===== config.mk =====
export PLATFORM = sky130hd
export DESIGN_NAME = spi_post_arbiter
export DESIGN_NICKNAME = d
export VERILOG_FILES = /design/src/rtl/spi_post_arbiter.sv
export SDC_FILE = /design/constraint.sdc
export NUM_CORES = 1
export LEC_CHECK = 0
export ABC_AREA = 1
export BUFFER_PORTS_ARGS = -buffer_cell sky130_fd_sc_hd__buf_2
export CAP_MARGIN = 30
export CORE_AREA = 5 5 98 100
export CTS_CLUSTER_SIZE = 14
export DETAILED_ROUTE_END_ITERATION = 10
export DIE_AREA = 0 0 103 105
export PLACE_DENSITY = 0.72
export SLEW_MARGIN = 5
export SYNTH_ARGS = -nofsm -noshare
export SYNTH_HDL_FRONTEND = slang
export SYNTH_SLANG_ARGS = --single-unit
export TNS_END_PERCENT = 1

===== constraint.sdc =====
create_clock -name CLK -period 1.8 [get_ports CLK]
set_input_delay 0.18 -clock CLK [delete_from_list [all_inputs] [get_ports CLK]]
set_output_delay 0.18 -clock CLK [all_outputs]
set_load 0.02 [all_outputs]

===== src/rtl/spi_post_arbiter.sv =====
// spi_post_arbiter
//
// Round-robin arbiter that shares one SPI controller among four requesters.
// A transaction runs through these states:
//   1. A request is granted.
//   2. GO is raised toward the controller.
//   3. The arbiter waits for the synchronized BUSY to rise, then to fall.
//   4. The received word is returned with a one-cycle DONE pulse to the
//      granted requester.
//   5. GO is held low for GAP_CYC cycles so the controller's divided clock
//      domain sees it drop before the next transaction starts.
//
// Optional feature macro: SPI_ARB_TIMEOUT_EN
//   When defined, a 24-bit watchdog counts the cycles spent in LAUNCH and XFER.
//   After TIMEOUT_CYC cycles it forces completion with ERR=1.
//   When undefined, ERR is tied low and the arbiter waits indefinitely.
//
// Ports:
//   CLK       system clock
//   RST       asynchronous active-high reset
//   REQ[3:0]  request, one bit per requester
//   TX_BUS    requester i's TX word at [16i+15:16i]
//   GNT[3:0]  one-hot grant, held through the transaction
//   DONE[3:0] one-cycle completion pulse to the granted requester
//   RX_DATA   received word, held until the next normal completion
//   ERR       valid with DONE, 1 = watchdog timeout
//   ARB_BUSY  high in every state except IDLE
//   SPI_GO    GO to the controller
//   SPI_TX    TX word to the controller
//   SPI_RX    RX word from the controller
//   SPI_BUSY  BUSY from the controller (asynchronous to CLK)

module spi_post_arbiter #(
    parameter logic [15:0] GAP_CYC     = 16'd64,
    parameter logic [23:0] TIMEOUT_CYC = 24'd1_000_000
) (
    input  logic        CLK,
    input  logic        RST,
    input  logic [3:0]  REQ,
    input  logic [63:0] TX_BUS,
    output logic [3:0]  GNT,
    output logic [3:0]  DONE,
    output logic [15:0] RX_DATA,
    output logic        ERR,
    output logic        ARB_BUSY,
    output logic        SPI_GO,
    output logic [15:0] SPI_TX,
    input  logic [15:0] SPI_RX,
    input  logic        SPI_BUSY
);

    typedef enum logic [2:0] {
        S_IDLE,
        S_LAUNCH,
        S_XFER,
        S_DONE,
        S_GAP
    } state_t;

    state_t      state;
    state_t      state_next;

    logic        busy_meta;
    logic        busy_s;
    logic [1:0]  last_grant;
    logic [1:0]  gnt_idx;
    logic [1:0]  grant_idx;
    logic        grant_found;
    logic [15:0] gap_cnt;
    logic        gap_last;
    logic        complete_ok;
    logic        complete_to;
    logic        timeout_hit;

    // Two-flop synchronizer for the controller's BUSY
    always_ff @(posedge CLK or posedge RST) begin
        if (RST) begin
            busy_meta <= 1'b0;
            busy_s    <= 1'b0;
        end else begin
            busy_meta <= SPI_BUSY;
            busy_s    <= busy_meta;
        end
    end

    // Round-robin search. Walking the offsets from farthest to nearest lets
    // the nearest set bit after last_grant overwrite the others.
    always_comb begin
        grant_found = 1'b0;
        grant_idx   = last_grant + 2'd1;
        for (int i = 3; i >= 0; i--) begin
            if (REQ[last_grant + 2'(i) + 2'd1]) begin
                grant_found = 1'b1;
                grant_idx   = last_grant + 2'(i) + 2'd1;
            end
        end
    end

    // Widened compare so GAP_CYC=0 still yields a single GAP cycle
    assign gap_last = (({1'b0, gap_cnt} + 17'd1) >= {1'b0, GAP_CYC});

`ifdef SPI_ARB_TIMEOUT_EN
    logic [23:0] wd_cnt;
    logic        err_r;

    always_ff @(posedge CLK or posedge RST) begin
        if (RST) begin
            wd_cnt <= 24'd0;
        end else if (state == S_IDLE) begin
            wd_cnt <= 24'd0;
        end else if (state == S_LAUNCH || state == S_XFER) begin
            wd_cnt <= wd_cnt + 24'd1;
        end
    end

    // Fires in the last allowed cycle so DONE lands TIMEOUT_CYC cycles after LAUNCH entry
    assign timeout_hit = (state == S_LAUNCH || state == S_XFER) &&
                         (({1'b0, wd_cnt} + 25'd1) >= {1'b0, TIMEOUT_CYC});

    always_ff @(posedge CLK or posedge RST) begin
        if (RST) begin
            err_r <= 1'b0;
        end else if (complete_ok) begin
            err_r <= 1'b0;
        end else if (complete_to) begin
            err_r <= 1'b1;
        end
    end

    assign ERR = err_r;
`else
    logic unused_timeout;
    assign unused_timeout = ^TIMEOUT_CYC;
    assign timeout_hit    = 1'b0;
    assign ERR            = 1'b0;
`endif

    // A normal end in XFER takes precedence over a coincident timeout because its data is valid
    assign complete_ok = (state == S_XFER) && !busy_s;
    assign complete_to = timeout_hit && !complete_ok;

    always_ff @(posedge CLK or posedge RST) begin
        if (RST) begin
            state <= S_IDLE;
        end else begin
            state <= state_next;
        end
    end

    always_comb begin
        state_next = state;
        case (state)
            S_IDLE: begin
                if (grant_found) begin
                    state_next = S_LAUNCH;
                end
            end
            S_LAUNCH: begin
                if (complete_to) begin
                    state_next = S_DONE;
                end else if (busy_s) begin
                    state_next = S_XFER;
                end
            end
            S_XFER: begin
                if (complete_ok || complete_to) begin
                    state_next = S_DONE;
                end
            end
            S_DONE: begin
                state_next = S_GAP;
            end
            S_GAP: begin
                if (gap_last) begin
                    state_next = S_IDLE;
                end
            end
            default: begin
                state_next = S_IDLE;
            end
        endcase
    end

    // DONE and RX_DATA are registered on the completing edge so they appear together with the DONE state
    always_ff @(posedge CLK or posedge RST) begin
        if (RST) begin
            GNT        <= 4'd0;
            DONE       <= 4'd0;
            RX_DATA    <= 16'd0;
            SPI_TX     <= 16'd0;
            last_grant <= 2'd3;
            gnt_idx    <= 2'd0;
            gap_cnt    <= 16'd0;
        end else begin
            DONE <= 4'd0;

            if (state == S_IDLE && grant_found) begin
                GNT     <= 4'b0001 << grant_idx;
                gnt_idx <= grant_idx;
                SPI_TX  <= TX_BUS[{grant_idx, 4'd0} +: 16];
            end

            if (complete_ok) begin
                DONE    <= GNT;
                RX_DATA <= SPI_RX;
            end else if (complete_to) begin
                DONE <= GNT;
            end

            if (state == S_DONE) begin
                last_grant <= gnt_idx;
                GNT        <= 4'd0;
            end

            if (state == S_GAP) begin
                gap_cnt <= gap_cnt + 16'd1;
            end else begin
                gap_cnt <= 16'd0;
            end
        end
    end

    assign SPI_GO   = (state == S_LAUNCH);
    assign ARB_BUSY = (state != S_IDLE);

endmodule


==> results of run 1 <==
## state kept, by name, summed over array words and instances (netlist names)
register	cells
last_grant	2
RX_DATA	16
busy_s	1
state	3
SPI_TX	16
busy_meta	1
GNT	4
gap_cnt	16
gnt_idx	2
DONE	4
## area by class of cell
class                      count  area [sq um]
fill                         795          3530
multi-input combinational    370          1900
sequential                    65          1630
timing repair buffer         155           918
inverter                      59           233
clock buffer                  11           141
tap                          108           135
clock inverter                 5           103
## stage by stage
| stage | power [mW] | hold WS (ps) | cells | utilization [%] | TNS, ps |
|---|---|---|---|---|---|
| final | 4.02 | 66.8 | 773 | 58.9 | -2550 |
| after global routing | 4.23 | 47.9 | 773 | 58.9 | -5500 |
| after CTS | 4.03 | 52.4 | 773 | 58.4 | -2340 |
| after detailed placement | 2.48 | 269 | 754 | 55.1 | -1990 |
| after global placement | 2.46 | 266 | 754 | 55.1 | -968 |
| after floorplan | 2.20 | 211 | 512 | - | 0 |
## power by group through the flow
stage               combinational (mW)  sequential [mW]  clock [mW]
floorplan                        0.565             1.63           0
global placement                 0.884             1.58           0
finish                           0.952             1.55        1.51
CTS                              0.936             1.55        1.54
global route                      1.06             1.56        1.61
detailed placement               0.907             1.58           0
## worst reg2reg max path: stages (launching register included)
cell and delay [ps]:
dfstp_2 570, buf_12 130, nand2_1 70, o21ai_2 110
nor2_4 80, nor2_8 130, nand3_4 170, buf_12 220
nand3_1 100, nand2_1 60, nand2_1 50, nand2_1 50
nand2_1 70, nand2_1 60
## how the worst max path moves through the flow
stage	startpoint	end	slack (ps)	cells after the start
final	last_grant[0]	SPI_TX[2]	-180	13
after global routing	last_grant[0]	SPI_TX[11]	-310	14
after CTS	last_grant[0]	SPI_TX[2]	-150	14
after detailed placement	last_grant[0]	SPI_TX[1]	-140	15
after global placement	last_grant[0]	SPI_TX[5]	-70	14
after floorplan	last_grant[0]	SPI_TX[8]	20	15
## routing by layer
metal | vias to the layer above | global-route usage (%)
li1 | 1890 | -
met1 | 1763 | 24.3
met2 | 119 | 33.1
met3 | 17 | 6.80
met4 | 0 | 4.72
met5 | - | 0
## logic make-up (layout without fill, tap and decap cells)
logic type,count (synthesis),count (layout)
XOR/XNOR,6,6
buffers and inverters,78,230
flip-flops,65,65
AO/OA/AOI/OAI,16,16
adder cells (fa/ha/maj),1,1
other,1,1
AND/OR/NAND/NOR,329,330
multiplexers,16,16
## cells in the mapped netlist
master	n	area share, %
nand2_1	184	18
dfrtp_1	63	41
inv_1	55	5.4
nand3_1	47	6.1
nor2_1	45	4.4
nand2_2	20	3.3
nand3b_1	17	3.3
mux2_2	16	4.7
nand4_1	7	1.1
buf_2	6	0.78
buf_4	5	0.98
o21ai_0	5	0.65
a21oi_1	4	0.52
clkbuf_1	4	0.39
xor2_1	4	0.91
buf_6	3	0.88
inv_2	3	0.29
nand2_4	3	0.88
o22ai_1	3	0.49
dfstp_2	2	1.4
o21ai_2	2	0.46
xnor2_1	2	0.46
buf_12	1	0.52
conb_1	1	0.098
ha_1	1	0.33
inv_4	1	0.16
nand2_8	1	0.52
nand3_4	1	0.46
nor2_4	1	0.29
nor2_8	1	0.52
nor3_1	1	0.13
nor3b_1	1	0.20
o211ai_1	1	0.20
o21a_1	1	0.20
## repair_timing
item                                   CTS  global route
endpoints found under the hold margin   23             0
pin swaps                                2             2
setup buffers                            0             0
setup endpoints to repair               21            25
hold buffers                             2             0
gates cloned                             1             0
gates resized for setup                  3            11
==> results_dict.tcl, run 1 <==
set metrics [dict create \
    cts_tree "yes" \
    tightest_slew_ps 565 \
    critical_path_required_ps 2040 \
    dr_wl_met2_mm 5.36 \
    dpl_worst_slack_ps -140 \
    seq_power_share_pct 38.6 \
    die_h_microns 105 \
    worstPathArrival_ps 2210 \
    yosysUniqueCellTypes 34 \
    cp_common_cell "nand2_1" \
    muxShareOfSynthArea_pct 4.69 \
    layout_commonest_cell "nand2_1" \
    postLayoutSetupSlackWorst_ps -177 \
    slew_viol_final 0 \
    ioPinCount 130 \
    outcome "complete, but fails checks" \
    vias 3789 \
    antenna_found_initial 0 \
    max-clock-path-buffers 2 \
    max_freq_ghz 0.506 \
    clkPwrFrac_pct 37.7 \
    core_sq_mm 0.00859 \
    grt_pass1_wl_mm 17.2 \
    synth_nets 600 \
    portBuffers 128 \
    vdd_drop_max_mv 0.498 \
    skew_ps 7.19 \
    cts-root-buf "clkbuf_8" \
    fin_area_sq_mm 0.00506 \
    p_int_mw 2.86 \
    p_comb_share_pct 23.7 \
    maxCapViolCount 0 \
    hold_end "RX_DATA[9]" \
    first_pass_iters 5 \
    met3_length_microns 816 \
    maxSlewHeadroom_pct 62.2 \
    crit_path_end_kind "register" \
    synth_xor_area_share_pct 1.37 \
    reg2reg_to "SPI_TX[2]" \
    swShare_pct 28.8 \
    ctsHtreeMaxLevel 3 \
    route.detailed.drc 0 \
    clk_transition_reported_paths_ps 70 \
    synth-compound-area-share_pct 2.51 \
    syn_inst 512 \
    cts_buffers 9 \
    rr_startpoint "last_grant[0]" \
    track_usage_pct 19.8 \
    cts.sinks 65 \
    setup_viol 21 \
    antenna_left 0 \
    min_period_over_period_pct 110 \
    cp_cell_sequence "buf_12 > nand2_1 > o21ai_2 > nor2_4 > nor2_8 > nand3_4 > buf_12 > nand3_1 > nand2_1 > nand2_1 > nand2_1 > nand2_1 > nand2_1" \
    finalWirelength_mm 10.4 \
    mostFrequentLayoutCells "182 x nand2_1, 128 x buf_2, 63 x dfrtp_1, 54 x inv_1, 47 x nand3_1" \
    crit_buf_inv 2 \
    worstSetupStartpointType "register" \
    power.leakage_nw 2.81 \
    min_path_cells 2 \
    die-area_sq_mm 0.0108 \
    dp_hpwl_mm 7.72 \
    diodes 0 \
    synth-simple-area-share_pct 39.2 \
    wl_met1_mm 4.02 \
    start_util_pct 44.7 \
    num_rows 34 \
    synth.avg_cell_area_sq_um 7.50 \
    die_w_microns 103 \
    drtIter0Drc 133 \
    nets 748 \
    grt_max_degree 34 \
    clock_latency_ps 340 \
    crit_type "register to register" \
    viasPerCell 4.90 \
    yosys_warnings 0 \
    crit_family "simple AND/OR/NAND/NOR gates" \
    top_layer "met4" \
    rsz0062_at_grt "true" \
    path_max_fanout 33 \
    hold_viol_final 0 \
    hp-class "input port to register" \
    ys_seq_area_share_pct 42.4 \
    period_minus_slack_ps 1980 \
    yosys.area_share.adder_pct 0.326 \
    power.switching_mw 1.15 \
    postPlaceCellArea_sq_mm 0.00473 \
    ys_seq_elements 65 \
    wl_per_cell_microns 13.4 \
    grt_overflow_total 0 \
    netlist_area_sq_mm 0.00384 \
    violations "negative setup slack" \
    hold_start "SPI_RX[9]" \
    gp_congestion 0.877 \
    area_growth_pct 31.8 \
    r2r_setup_slack_ps -180 \
    drive_gt1_share_pct 34.3 \
    reg2regPathDepth 13 \
    crit_path_max_incr_delay_ps 570 \
    synth_top_family_by_area "simple AND/OR/NAND/NOR gates" \
    slowest_stage "dfstp_2" \
    first_global_vias 3750 \
    powerDensity_mw_per_mm2 793 \
]
Power figures use the tool's default switching activity.
==> run 2: changes to the inputs <==
--- a/config.mk
+++ b/config.mk
@@ -6,13 +6,13 @@
 export NUM_CORES = 1
 export LEC_CHECK = 0
 export ABC_AREA = 1
-export BUFFER_PORTS_ARGS = -buffer_cell sky130_fd_sc_hd__buf_2
 export CAP_MARGIN = 30
-export CORE_AREA = 5 5 98 100
+export CORE_AREA = 5 5 97 99
 export CTS_CLUSTER_SIZE = 14
 export DETAILED_ROUTE_END_ITERATION = 10
-export DIE_AREA = 0 0 103 105
-export PLACE_DENSITY = 0.72
+export DIE_AREA = 0 0 102 104
+export DONT_BUFFER_PORTS = 1
+export PLACE_DENSITY = 0.58
 export SLEW_MARGIN = 5
 export SYNTH_ARGS = -nofsm -noshare
 export SYNTH_HDL_FRONTEND = slang
==> constraint.sdc (replaced) <==
create_clock -name CLK -period 1.9 [get_ports CLK]
set_input_delay 0.19 -clock CLK [delete_from_list [all_inputs] [get_ports CLK]]
set_output_delay 0.19 -clock CLK [all_outputs]
set_load 0.02 [all_outputs]
==> results_dict.tcl, run 2 (synthesis gave the netlist of run 1 again) <==
set metrics [dict create \
    outcome "complete, but fails checks" \
    violations "negative setup slack" \
    reg_top3 "RX_DATA: 16 flops, SPI_TX: 16 flops, gap_cnt: 16 flops" \
    seq_power_share_pct 44.0 \
    postPlaceCellArea_sq_mm 0.00405 \
    antenna_found_initial 0 \
    num_rows 34 \
    hold_viol_final 0 \
    worstPathArrival_ps 2240 \
    vdd_drop_max_mv 0.499 \
    max_freq_ghz 0.500 \
    first_pass_iters 4 \
    ioPinCount 130 \
    reg2reg_to "SPI_TX[15]" \
    power.switching_mw 1.13 \
    grt_pass1_wl_mm 15.8 \
    clkPwrFrac_pct 35.5 \
    swShare_pct 32.3 \
    mostFrequentLayoutCells "184 x nand2_1, 62 x dfrtp_1, 54 x inv_1, 46 x nand3_1, 41 x nor2_1" \
    clk_transition_reported_paths_ps 80 \
    track_usage_pct 18.7 \
    cts-root-buf "clkbuf_8" \
    maxCapViolCount 0 \
    die_h_microns 104 \
    rsz0062_at_grt "true" \
    p_comb_share_pct 20.6 \
    p_int_mw 2.36 \
    hold_end "SPI_TX[0]" \
    hp-class "input port to register" \
    cts_tree "yes" \
    crit_type "register to register" \
    finalWirelength_mm 9.84 \
    tightest_slew_ps 511 \
    holdWs_ps 126 \
    route.detailed.drc 0 \
    drive_gt1_share_pct 18.3 \
    power_mw 3.49 \
    min_path_cells 6 \
    antenna_left 0 \
    skew_ps 7.69 \
    r2r_setup_slack_ps -100 \
    fin_area_sq_mm 0.00456 \
    drtIter0Drc 155 \
    gp_congestion 0.879 \
    start_util_pct 45.4 \
    wl_per_cell_microns 14.9 \
    powerDensity_mw_per_mm2 766 \
    path_max_fanout 16 \
    min_period_over_period_pct 105 \
    vias 3360 \
    power.leakage_nw 2.35 \
    die-area_sq_mm 0.0106 \
    fillCellCount 788 \
    die_w_microns 102 \
    reg2regPathDepth 15 \
    grt_overflow_total 0 \
    setup-tns-final_ps -1330 \
    setup_viol 16 \
    area_growth_pct 18.7 \
    cts_buffers 9 \
    critical_path_required_ps 2140 \
    period_minus_slack_ps 2000 \
    crit_path_end_kind "register" \
    max-clock-path-buffers 2 \
    cts.sinks 65 \
    hold_start "TX_BUS[0]" \
    final_util_pct 53.9 \
    dp_hpwl_mm 6.99 \
    ctsHtreeMaxLevel 3 \
    portBuffers 0 \
    worstSetupStartpointType "register" \
    clock_latency_ps 350 \
    slew_viol_final 0 \
    postLayoutSetupSlackWorst_ps -99.1 \
    first_global_vias 3203 \
    nets 636 \
    maxSlewHeadroom_pct 65.9 \
    grt_max_degree 34 \
    core_sq_mm 0.00847 \
    viasPerCell 5.08 \
    rr_startpoint "last_grant[0]" \
    layout_commonest_cell "nand2_1" \
    diodes 0 \
]
==> run 2: changes by cell type in the layout (fill, tap and decap cells not counted), moves of 2 or more <==
cell / previous run / this run
clkbuf_16: 0 / 2
buf_2: 128 / 0
nand2_2: 22 / 20
nand2_1: 182 / 184
clkinvlp_4: 2 / 0
bufinv_16: 3 / 1
inv_6: 0 / 5
dlygate4sd3_1: 2 / 18
==> run 2: power by group through the flow <==
stage	registers [mW]	logic, mW	clock network (mW)
floorplan	1.55	0.535	0
global placement	1.56	0.619	0
detailed placement	1.56	0.626	0
CTS	1.54	0.676	1.28
global route	1.54	0.805	1.34
finish	1.54	0.718	1.24
==> run 2: routing by layer <==
layer	up-vias	track usage, %	wire (microns)	part of all wire, %
met4	0	6.94	216	2.2
met3	20	6.71	810	8.2
met1	1567	24.9	4300	44
met5	-	0	0	0
met2	97	27.7	4520	46
li1	1676	-	-	-
==> run 2: worst max-delay path by stage <==
stage	startpoint	end	slack (ps)	depth (start not counted)
floorplan	RST	DONE[0]	90	1
detailed placement	last_grant[0]	SPI_TX[6]	-80	15
CTS	last_grant[0]	SPI_TX[5]	-60	14
global placement	last_grant[0]	SPI_TX[5]	-40	14
finish	last_grant[0]	SPI_TX[15]	-100	15
global route	last_grant[0]	SPI_TX[6]	-240	15
==> run 2: per-stage QoR <==
step | instances | worst slack (ps)
finish | 661 | -99.1
global route | 661 | -236
CTS | 659 | -62.3
detailed placement | 622 | -83.0
global placement | 622 | -36.0
floorplan | 512 | 86.9
==> run 2: timing repair <==
action	4_1_cts	5_1_grt
resized for setup	4	10
gates cloned	1	2
endpoints found under the setup margin	18	25
setup buffers	2	0
hold endpoints to repair	36	0
hold buffers	18	0
pin swaps	1	1
==> run 2: worst max-delay path, cell delays in order (launching register included) <==
cell       delay [ps]
dfstp_2           600
buf_6             130
nand2_1            60
nand2_2           100
nand2_1            80
nand2_1            90
nand2_2            90
nand2_2           120
nand2_8           110
clkbuf_16         200
nand3_1            70
nand2_1            60
nand2_1            50
nand2_1            40
nand2_1            60
nand2_1            40
==> run 2: layout make-up <==
| class | count | area [sq um] | share of cell area, % |
|---|---|---|---|
| clock inverter | 7 | 82.6 | 1.81 |
| tap | 108 | 135 | 2.96 |
| multi-input combinational | 370 | 1910 | 41.8 |
| sequential | 65 | 1630 | 35.7 |
| clock buffer | 9 | 124 | 2.72 |
| timing repair buffer | 43 | 457 | 10.0 |
| inverter | 59 | 224 | 4.91 |
==> run 3: changes to the inputs <==
--- a/config.mk
+++ b/config.mk
@@ -5,14 +5,13 @@
 export SDC_FILE = /design/constraint.sdc
 export NUM_CORES = 1
 export LEC_CHECK = 0
-export ABC_AREA = 1
 export CAP_MARGIN = 30
-export CORE_AREA = 5 5 97 99
+export CORE_AREA = 5 5 91 93
 export CTS_CLUSTER_SIZE = 14
 export DETAILED_ROUTE_END_ITERATION = 10
-export DIE_AREA = 0 0 102 104
+export DIE_AREA = 0 0 96 98
 export DONT_BUFFER_PORTS = 1
-export PLACE_DENSITY = 0.58
+export PLACE_DENSITY = 0.57
 export SLEW_MARGIN = 5
 export SYNTH_ARGS = -nofsm -noshare
 export SYNTH_HDL_FRONTEND = slang
==> constraint.sdc (replaced) <==
create_clock -name CLK -period 1.9 [get_ports CLK]
set_input_delay 0.285 -clock CLK [delete_from_list [all_inputs] [get_ports CLK]]
set_output_delay 0.285 -clock CLK [all_outputs]
set_load 0.02 [all_outputs]
==> results_dict.tcl, run 3 <==
set metrics [dict create \
    ys_seq_elements 65 \
    critical_path_required_ps 2110 \
    max-clock-path-buffers 2 \
    clkPwrFrac_pct 22.4 \
    postLayoutSetupSlackWorst_ps 65.6 \
    antenna_left 0 \
    mostFrequentLayoutCells "63 x dfrtp_1, 33 x nand2_1, 31 x mux2i_1, 24 x buf_4, 22 x nor2_1" \
    gp_congestion 0.804 \
    fin_area_sq_mm 0.00393 \
    synth_top_cell_by_area "dfrtp_1" \
    core_sq_mm 0.00745 \
    die_h_microns 98 \
    clock_latency_ps 340 \
    setup_viol 0 \
    ioPinCount 130 \
    grt_max_degree 36 \
    seq_power_share_pct 44.6 \
    netlist_area_sq_mm 0.00333 \
    ys_seq_area_share_pct 48.9 \
    synthTopCellsByArea "dfrtp_1 47%, mux2i_1 9.9%, mux2_2 6.1%, o221ai_1 4.5%, nand2_1 3.7%" \
    reg_top3 "RX_DATA: 16 flops, SPI_TX: 16 flops, gap_cnt: 16 flops" \
    power_mw 5.97 \
    outcome "complete, no violations" \
    yosysUniqueCellTypes 57 \
    postPlaceCellArea_sq_mm 0.00359 \
    ctsHtreeMaxLevel 3 \
    cts_buffers 9 \
    p_int_mw 3.61 \
    synth_nets 390 \
    cts_tree "yes" \
    track_usage_pct 16.6 \
    path_max_fanout 17 \
    synth_common_cells "63 x dfrtp_1, 33 x mux2i_1, 33 x nand2_1, 22 x nor2_1, 18 x mux2_2" \
    finalWirelength_mm 7.80 \
    synth.avg_cell_area_sq_um 11.0 \
    grt_pass1_wl_mm 12.2 \
    reg2reg_to "SPI_TX[8]" \
    antenna_found_initial 0 \
    crit_path_end_kind "register" \
    yosysMostFrequentCell "dfrtp_1" \
    power.switching_mw 2.36 \
    min_period_over_period_pct 96.5 \
    drtIter0Drc 79 \
    period_minus_slack_ps 1830 \
    cts-root-buf "clkbuf_8" \
    clk_transition_reported_paths_ps 80 \
    fillCellCount 681 \
    route.detailed.drc 0 \
    hold_start "SPI_RX[7]" \
    power.leakage_nw 1.68 \
    dpl_worst_slack_ps -23.8 \
    crit_type "register to register" \
    die-area_sq_mm 0.00941 \
    nets 412 \
    portBuffers 0 \
    diodes 0 \
    wl_per_cell_microns 18.1 \
    swShare_pct 39.5 \
    slew_viol_final 0 \
    cts.sinks 65 \
    vdd_drop_max_mv 0.765 \
    grt_overflow_total 0 \
    skew_ps 8.90 \
    hp-class "input port to register" \
    min_path_cells 1 \
    drive_gt1_share_pct 24.9 \
    worstSetupStartpointType "register" \
    yosysTopAreaCellShare_pct 47.3 \
    area_growth_pct 17.9 \
    start_util_pct 44.8 \
    first_pass_iters 4 \
    synth_ff_type "dfrtp_1" \
    hold_viol_final 0 \
    die_w_microns 96 \
    layout_commonest_cell "dfrtp_1" \
    dp_hpwl_mm 5.43 \
    first_global_vias 2442 \
    vias 2400 \
    p_comb_share_pct 33.0 \
    num_rows 32 \
    synth_edf_count 0 \
    reg2regPathDepth 6 \
    max_freq_ghz 0.545 \
    rr_startpoint "last_grant[1]" \
    viasPerCell 5.57 \
    maxCapViolCount 0 \
    syn_inst 302 \
    worstPathArrival_ps 2040 \
    yosys_warnings 0 \
    r2r_setup_slack_ps 70 \
    hold_end "RX_DATA[7]" \
    async_reset_ff_share_pct 100 \
    powerDensity_mw_per_mm2 1520 \
]
## run 3: cell types whose count changed in the layout (fill, tap and decap cells not counted), sizes merged, moves of 5 or more
cell and delta:
dlygate4sd3 -16, and2 +5, o221ai +18, inv -60
xnor2 +5, nand3 -37, nor2 -25, nand3b -15
mux2i +33, nand2 -176, nand4 -6
## run 3: critical path, cell delays in order, from the launching register on
cell       delay, ps
dfstp_2          580
inv_1             50
a21oi_1          210
o221a_4          290
clkbuf_16        220
mux2i_1          200
o221ai_1         140
## run 3: through the flow
stage	setup TNS [ps]	instances	hold slack [ps]	util, %
global route	-2.20	431	70.4	52.8
finish	0	431	84.9	52.8
detailed placement	-23.8	409	189	48.2
floorplan	0	302	316	-
global placement	0	409	189	48.2
CTS	0	427	70.8	51.6
## run 3: how the worst max path moves through the flow
stage | end | depth (start not counted) | startpoint
floorplan | state[2] | 6 | gap_cnt[0]
global placement | SPI_TX[14] | 6 | last_grant[1]
detailed placement | SPI_TX[14] | 6 | last_grant[1]
CTS | SPI_TX[14] | 6 | last_grant[1]
global route | SPI_TX[14] | 6 | last_grant[1]
finish | SPI_TX[8] | 6 | last_grant[1]
## run 3: area by class of cell
| type | count | area (sq um) | area share (%) |
|---|---|---|---|
| Clock inverter | 6 | 90.1 | 2.29 |
| Inverter | 4 | 18.8 | 0.478 |
| Tap cell | 102 | 128 | 3.25 |
| Timing Repair Buffer | 31 | 310 | 7.90 |
| Sequential cell | 65 | 1630 | 41.5 |
| Multi-Input combinational cell | 213 | 1620 | 41.1 |
| Clock buffer | 10 | 138 | 3.50 |
## run 3: repair_timing
| action | CTS | global route |
|---|---|---|
| pin swaps | 0 | 1 |
| endpoints found under the setup margin | 1 | 17 |
| cloned | 0 | 2 |
| endpoints found under the hold margin | 19 | 0 |
| resized for setup | 1 | 5 |
| hold buffers | 2 | 0 |
| buffers inserted | 0 | 2 |
## run 3: kinds of logic after synthesis
kind of cell,Yosys count,synth area share (%)
simple gates,101,16.2
flops,65,48.9
mux,51,16.0
compound gates,46,11.4
buf+inv,24,3.60
xor+xnor,13,3.42
fa+ha+maj,1,0.375
other cells,1,0.113
## run 3: layer usage
metal,global-route usage (%),vias to the layer above,wire length [microns]
li1,-,1132,-
met1,21.8,1176,3480
met2,25.5,84,3720
met3,4.78,8,497
met4,6.89,0,99
met5,0,-,0
## run 3: power by group through the flow
stage | clock network [mW] | logic (mW) | registers (mW)
after floorplan | 0 | 1.40 | 2.59
after global placement | 0 | 1.74 | 2.71
after detailed placement | 0 | 1.80 | 2.71
after CTS | 1.37 | 1.80 | 2.70
after global routing | 1.43 | 2.17 | 2.73
final | 1.34 | 1.97 | 2.66
